[config.mk]
export PLATFORM = sky130hd
export DESIGN_NAME = comp_pipe
export DESIGN_NICKNAME = d
export VERILOG_FILES = /design/src/rtl/comp_pipe_pkg.sv /design/src/rtl/comp_pipe_lane.sv /design/src/rtl/comp_pipe.sv
export SDC_FILE = /design/constraint.sdc
export NUM_CORES = 1
export LEC_CHECK = 0
export BUFFER_PORTS_ARGS = -buffer_cell sky130_fd_sc_hd__buf_2
export CORE_ASPECT_RATIO = 0.75
export CORE_MARGIN = 2
export CORE_UTILIZATION = 60
export CTS_BUF_LIST = sky130_fd_sc_hd__clkbuf_8
export DETAILED_ROUTE_END_ITERATION = 8
export PLACE_DENSITY = 0.88
export SLEW_MARGIN = 20
export SYNTH_ARGS = -nofsm -noshare
export SYNTH_HDL_FRONTEND = slang
export SYNTH_SLANG_ARGS = --single-unit
[constraint.sdc]
create_clock -name clk -period 4.7 [get_ports clk]
set_clock_uncertainty 0.2 [all_clocks]
set_input_delay 0.235 -clock clk [delete_from_list [all_inputs] [get_ports clk]]
set_output_delay 0.235 -clock clk [all_outputs]
set_load 0.02 [all_outputs]
[src/rtl/comp_pipe_pkg.sv]
// Shared constants and helpers for the comp_pipe compare pipeline and its lanes.
package comp_pipe_pkg;

    localparam int DEF_DATA_WIDTH = 8;
    localparam int DEF_NUM_CH     = 4;
    localparam int DEF_CNT_WIDTH  = 16;

    // Bits needed to hold a population count of n lanes (0..n inclusive).
    function automatic int cnt_w(input int n);
        return (n < 1) ? 1 : $clog2(n + 1);
    endfunction

    function automatic int lane_lo(input int lane, input int width);
        return lane * width;
    endfunction

endpackage

[src/rtl/comp_pipe_lane.sv]
// comp_lane: one combinational compare channel; exactly one of gt/eq/lt is high.
// SIGNED selects two's-complement ordering, otherwise plain unsigned magnitude.
module comp_lane #(
    parameter int DATA_WIDTH = 8,
    parameter int SIGNED     = 1
) (
    input  logic [DATA_WIDTH-1:0] a,
    input  logic [DATA_WIDTH-1:0] b,
    output logic                  gt,
    output logic                  eq,
    output logic                  lt
);

    generate
        if (SIGNED != 0) begin : g_signed
            assign gt = $signed(a) > $signed(b);
            assign lt = $signed(a) < $signed(b);
        end else begin : g_unsigned
            assign gt = a > b;
            assign lt = a < b;
        end
    endgenerate

    assign eq = (a == b);

endmodule

[src/rtl/comp_pipe.sv]
// comp_pipe: NUM_CH-lane comparator with reductions and a saturating gt event counter.
// 2-cycle latency, 1 beat/cycle; in_ready drops only when both stages are full and out_ready is low.
module comp_pipe
    import comp_pipe_pkg::*;
#(
    parameter int DATA_WIDTH = DEF_DATA_WIDTH,
    parameter int NUM_CH     = DEF_NUM_CH,
    parameter int SIGNED     = 1,
    parameter int CNT_WIDTH  = DEF_CNT_WIDTH
) (
    input  logic                         clk,
    input  logic                         rst,
    input  logic                         in_valid,
    output logic                         in_ready,
    input  logic [NUM_CH*DATA_WIDTH-1:0] a,
    input  logic [NUM_CH*DATA_WIDTH-1:0] b,
    output logic                         out_valid,
    input  logic                         out_ready,
    output logic [NUM_CH-1:0]            gt,
    output logic [NUM_CH-1:0]            eq,
    output logic [NUM_CH-1:0]            lt,
    output logic                         any_gt,
    output logic                         all_eq,
    output logic [cnt_w(NUM_CH)-1:0]     gt_count,
    input  logic                         clr_cnt,
    output logic [CNT_WIDTH-1:0]         event_cnt
);

    localparam int GCW  = cnt_w(NUM_CH);
    localparam int SUMW = ((CNT_WIDTH > GCW) ? CNT_WIDTH : GCW) + 1;
    localparam logic [CNT_WIDTH-1:0] CNT_MAX = '1;

    logic                         s1_vld_q, s1_vld_d;
    logic [NUM_CH*DATA_WIDTH-1:0] a_q, a_d, b_q, b_d;
    logic                         s2_vld_q, s2_vld_d;
    logic [NUM_CH-1:0]            gt_q, gt_d, eq_q, eq_d, lt_q, lt_d;
    logic                         any_gt_q, any_gt_d, all_eq_q, all_eq_d;
    logic [GCW-1:0]               gt_count_q, gt_count_d;
    logic [CNT_WIDTH-1:0]         cnt_q, cnt_d;

    logic [NUM_CH-1:0]            lane_gt, lane_eq, lane_lt;
    logic [GCW-1:0]               lane_pop;
    logic [SUMW-1:0]              cnt_sum;
    logic                         s2_load, s1_load, accept, out_hs;

    genvar gi;
    generate
        for (gi = 0; gi < NUM_CH; gi++) begin : g_lane
            comp_lane #(
                .DATA_WIDTH (DATA_WIDTH),
                .SIGNED     (SIGNED)
            ) u_lane (
                .a  (a_q[lane_lo(gi, DATA_WIDTH) +: DATA_WIDTH]),
                .b  (b_q[lane_lo(gi, DATA_WIDTH) +: DATA_WIDTH]),
                .gt (lane_gt[gi]),
                .eq (lane_eq[gi]),
                .lt (lane_lt[gi])
            );
        end
    endgenerate

    assign s2_load  = !s2_vld_q || out_ready;
    assign s1_load  = !s1_vld_q || s2_load;
    assign in_ready = s1_load && !rst;
    assign accept   = in_valid && in_ready;
    assign out_hs   = s2_vld_q && out_ready;

    always_comb begin
        lane_pop = '0;
        for (int i = 0; i < NUM_CH; i++) begin
            lane_pop = lane_pop + GCW'(lane_gt[i]);
        end
    end

    always_comb begin
        s1_vld_d   = s1_vld_q;
        a_d        = a_q;
        b_d        = b_q;
        s2_vld_d   = s2_vld_q;
        gt_d       = gt_q;
        eq_d       = eq_q;
        lt_d       = lt_q;
        any_gt_d   = any_gt_q;
        all_eq_d   = all_eq_q;
        gt_count_d = gt_count_q;
        cnt_d      = cnt_q;
        cnt_sum    = SUMW'(cnt_q) + SUMW'(gt_count_q);

        if (s1_load) begin
            s1_vld_d = accept;
        end
        if (accept) begin
            a_d = a;
            b_d = b;
        end

        // Result registers only change when a real beat moves in, so bubbles leave them untouched.
        if (s2_load) begin
            s2_vld_d = s1_vld_q;
            if (s1_vld_q) begin
                gt_d       = lane_gt;
                eq_d       = lane_eq;
                lt_d       = lane_lt;
                any_gt_d   = |lane_gt;
                all_eq_d   = &lane_eq;
                gt_count_d = lane_pop;
            end
        end

        if (clr_cnt) begin
            cnt_d = '0;
        end else if (out_hs) begin
            cnt_d = (cnt_sum > SUMW'(CNT_MAX)) ? CNT_MAX : cnt_sum[CNT_WIDTH-1:0];
        end
    end

    always_ff @(posedge clk) begin
        if (rst) begin
            s1_vld_q   <= 1'b0;
            s2_vld_q   <= 1'b0;
            gt_q       <= '0;
            eq_q       <= '0;
            lt_q       <= '0;
            any_gt_q   <= 1'b0;
            all_eq_q   <= 1'b0;
            gt_count_q <= '0;
            cnt_q      <= '0;
        end else begin
            s1_vld_q   <= s1_vld_d;
            s2_vld_q   <= s2_vld_d;
            gt_q       <= gt_d;
            eq_q       <= eq_d;
            lt_q       <= lt_d;
            any_gt_q   <= any_gt_d;
            all_eq_q   <= all_eq_d;
            gt_count_q <= gt_count_d;
            cnt_q      <= cnt_d;
        end
    end

    always_ff @(posedge clk) begin
        a_q <= a_d;
        b_q <= b_d;
    end

    assign out_valid = s2_vld_q;
    assign gt        = gt_q;
    assign eq        = eq_q;
    assign lt        = lt_q;
    assign any_gt    = any_gt_q;
    assign all_eq    = all_eq_q;
    assign gt_count  = gt_count_q;
    assign event_cnt = cnt_q;

endmodule

==> summary.txt <==
Critical path
  – Reg2Reg Setup Slack: 1.64 ns
  – Reg-to-reg endpoint: gt_count[1]
  – R2r worst-path depth: 10
  – Req. time, crit path: 4.82 ns
  – Crit path DAT: 3.18 ns
  – Kind of critical path: reg -> reg
  – Critical path capture point type: flop
  – Reg-to-Reg Start: a_q[15]
  – CP Launch Type: flop
  – Crit-path max FO: 3

Synthesis
  – Top post-synthesis cells by area: edfxtp_1 43%, dfxtp_1 16%, ha_1 11%
  – Most used DFF post-synth: edfxtp_1
  – FF+latch count, synth: 99
  – Seq/Total Area, Yosys: 59.1%
  – Mapped cell area: 4440 sq um
  – Synthesized area per cell: 11.7 sq um
  – Synth top area share: 43.3%
  – EDFF count, synth: 64
  – Yosys warnings: 0
  – Cell taking the most area after synthesis: edfxtp_1
  – Yosys cell types: 47
  – Post-Synthesis Cells: 380
  – Ys async rst share: 0%
  – Synthesized net count: 489

Route
  – Drt drc: 0
  – Routed length per instance: 15.5 microns
  – Total Wirelength: 10200 microns
  – DRT antenna net count: 0
  – Via density per instance: 5.23
  – Pre-antenna DRT Iters: 4
  – 1st-iter DRT viols: 133
  – Via count: 3446

Floorplanning
  – Row cnt: 27
  – DIE HEIGHT: 78.5 microns
  – Die width: 103 microns
  – Starting Density: 61.1%
  – Core Region: 7260 sq um
  – Io pins: 104
  – Die area: 8110 sq um

Timing
  – Slew margin rel.: 56.7%
  – Final period utilization: 65.2%
  – Worst-margin pin slew: 0.646 ns
  – Setup Viol. Count Final: 0
  – Final Max Tran Viols: 0
  – F_max: 326 MHz
  – Final Hold Vio Count: 0
  – Unrepaired setup endpoints after global routing: false
  – Sum of negative setup slack: 0 ns
  – Final min period: 3.06 ns

Placed design
  – Final GP Congestion: 0.832
  – DP Area: 5060 sq um
  – Placed instance count: 576
  – DP Wirelength: 6330 microns
  – PortBufs: 103

Clock network
  – CTS buffer count: 9
  – CTS resizes: 0
  – Maximum buffer depth of the clock tree: 2
  – Clock slew at reported path FFs: 0.10 ns
  – TritonCTS clock tree: done
  – Root buf cell: clkbuf_8
  – Clock Sinks: 99
  – Clock Latency Late Sink: 0.38 ns
  – H-tree depth: 3

Power and ir drop
  – VDD IR max: 229 uV
  – Power density over cell area: 291 nW/um^2
  – LEAKAGE: 0.00257 uW

Global route
  – Number of global-route vias before repair: 3596
  – GR Util met3: 8.28%
  – Gr usage total: 27.0%
  – GR Layer Usage met1: 31.5%
  – Largest net degree at the start of global routing: 41
  – GRT Residual Overflow: 0
  – Gr busiest metal: met2
  – Global-route wire length before repair: 16400 microns
  – Met2 Track Usage GR: 47.0%
  – Initial antenna violation count: 0

Final layout
  – Filler Cell Count: 396
  – # diodes: 0
  – Multi-input logic area: 1610 sq um
  – Reg area: 2620 sq um
  – Final non-filler cell area: 5920 sq um
  – Share of cells above drive strength 1: 23.1%
  – Final #Nets: 662
  – Util after Layout: 81.5%
  – Final non-filler cell total: 659
  – Area delta synth->final: 33.2%

Hold path
  – Hold Crit Start: rst
  – Hold crit path type: in -> reg
  – Hold Path Stages: 2
  – Hold Path Sink: out_valid

Run status
  – Status: finished clean

Run
  – Max cap viols: 0
layout make-up:
cell class / instances / area share, %
inverter: 48 / 3.05
timing repair buffer: 171 / 20.2
sequential: 99 / 44.3
multi-input combinational: 224 / 27.2
tap: 101 / 2.14
clock buffer: 10 / 2.33
clock inverter: 6 / 0.846
power by group:
group	total (uW)	internal, uW	leakage, uW	switching (uW)
Clock	526	212	0.0000944	313
Sequential	977	963	0.000884	14.2
Combinational	219	108	0.00159	111
cells in the mapped netlist (all sizes together), types with 4 or more instances:
master	instances
inv	48
nand3	13
nor2	25
xnor2	4
nor3b	4
clkbuf	8
nor3	14
nand4	9
edfxtp	64
o22ai	4
nor2b	6
ha	38
a211oi	6
a31oi	4
dfxtp	35
a21o	5
nand2	27
nor4	4
a21oi	23
o21ai	6
state kept, by name (all words and copies together), names as in the netlist:
register and flops:
all_eq 1, b_q 32, event_cnt 16, any_gt 1, gt_count 3, gt 4, eq 4, a_q 32
lt 4, s1_vld_q 1, out_valid 1
layer usage:
| metal | wire length [microns] | share of wire, % |
|---|---|---|
| met1 | 4230 | 41 |
| met2 | 5180 | 51 |
| met3 | 595 | 5.8 |
| met4 | 212 | 2.1 |
| met5 | 0 | 0 |
kinds of logic (layout without fill, tap and decap cells):
kind of cell | after synthesis | after routing | share of synthesized area, %
AOI/OAI and AO/OA | 58 | 58 | 8.40
DFF | 99 | 99 | 59.1
and+or+nand+nor | 119 | 119 | 14.7
adders and majority gates | 40 | 40 | 11.6
buffers and inverters | 57 | 235 | 4.85
xor gates and xnor gates | 6 | 6 | 1.18
muxes | 1 | 1 | 0.225
worst max-delay path, cell delays in order, from the launching register on:
cell      delay (ns)
edfxtp_1        0.39
ha_1            0.33
or3b_1          0.38
a211oi_1        0.27
o211a_1         0.21
nor3_1          0.09
fa_1            0.48
ha_1            0.20
ha_1            0.27
nand2_1         0.04
a21oi_1         0.13
through the flow:
step | power (uW) | hold WS, ns | setup slack, ns
after floorplan | 1100 | 0.134 | 1.51
after global placement | 1160 | 0.211 | 1.78
after detailed placement | 1170 | 0.213 | 1.72
after CTS | 1720 | 0.0439 | 1.68
after global routing | 1780 | 0.0813 | 1.48
final | 1720 | 0.0599 | 1.64
worst max-delay path by stage:
stage / from / endpoint / slack (ns)
2_1_floorplan: out_valid / a_q[0] / 1.51
3_3_place_gp: a_q[7] / gt_count[1] / 1.78
3_5_place_dp: a_q[7] / gt_count[1] / 1.72
4_1_cts: a_q[7] / gt_count[1] / 1.68
5_1_grt: a_q[15] / gt_count[1] / 1.48
6_report: a_q[15] / gt_count[1] / 1.64
cell usage in the layout (no fill, tap or decap), drive strengths merged, types with 5 or more instances in the layout:
| cell type | instances |
|---|---|
| a211oi | 6 |
| a21o | 5 |
| a21oi | 23 |
| buf | 104 |
| clkbuf | 10 |
| dfxtp | 35 |
| dlygate4sd3 | 67 |
| edfxtp | 64 |
| ha | 38 |
| inv | 49 |
| nand2 | 27 |
| nand3 | 13 |
| nand4 | 9 |
| nor2 | 25 |
| nor2b | 6 |
| nor3 | 14 |
| o21ai | 6 |
what timing repair did:
item,CTS,global route
endpoints found under the hold margin,70,0
setup buffers,0,0
hold buffers,67,0
Power figures use the tool's default switching activity.
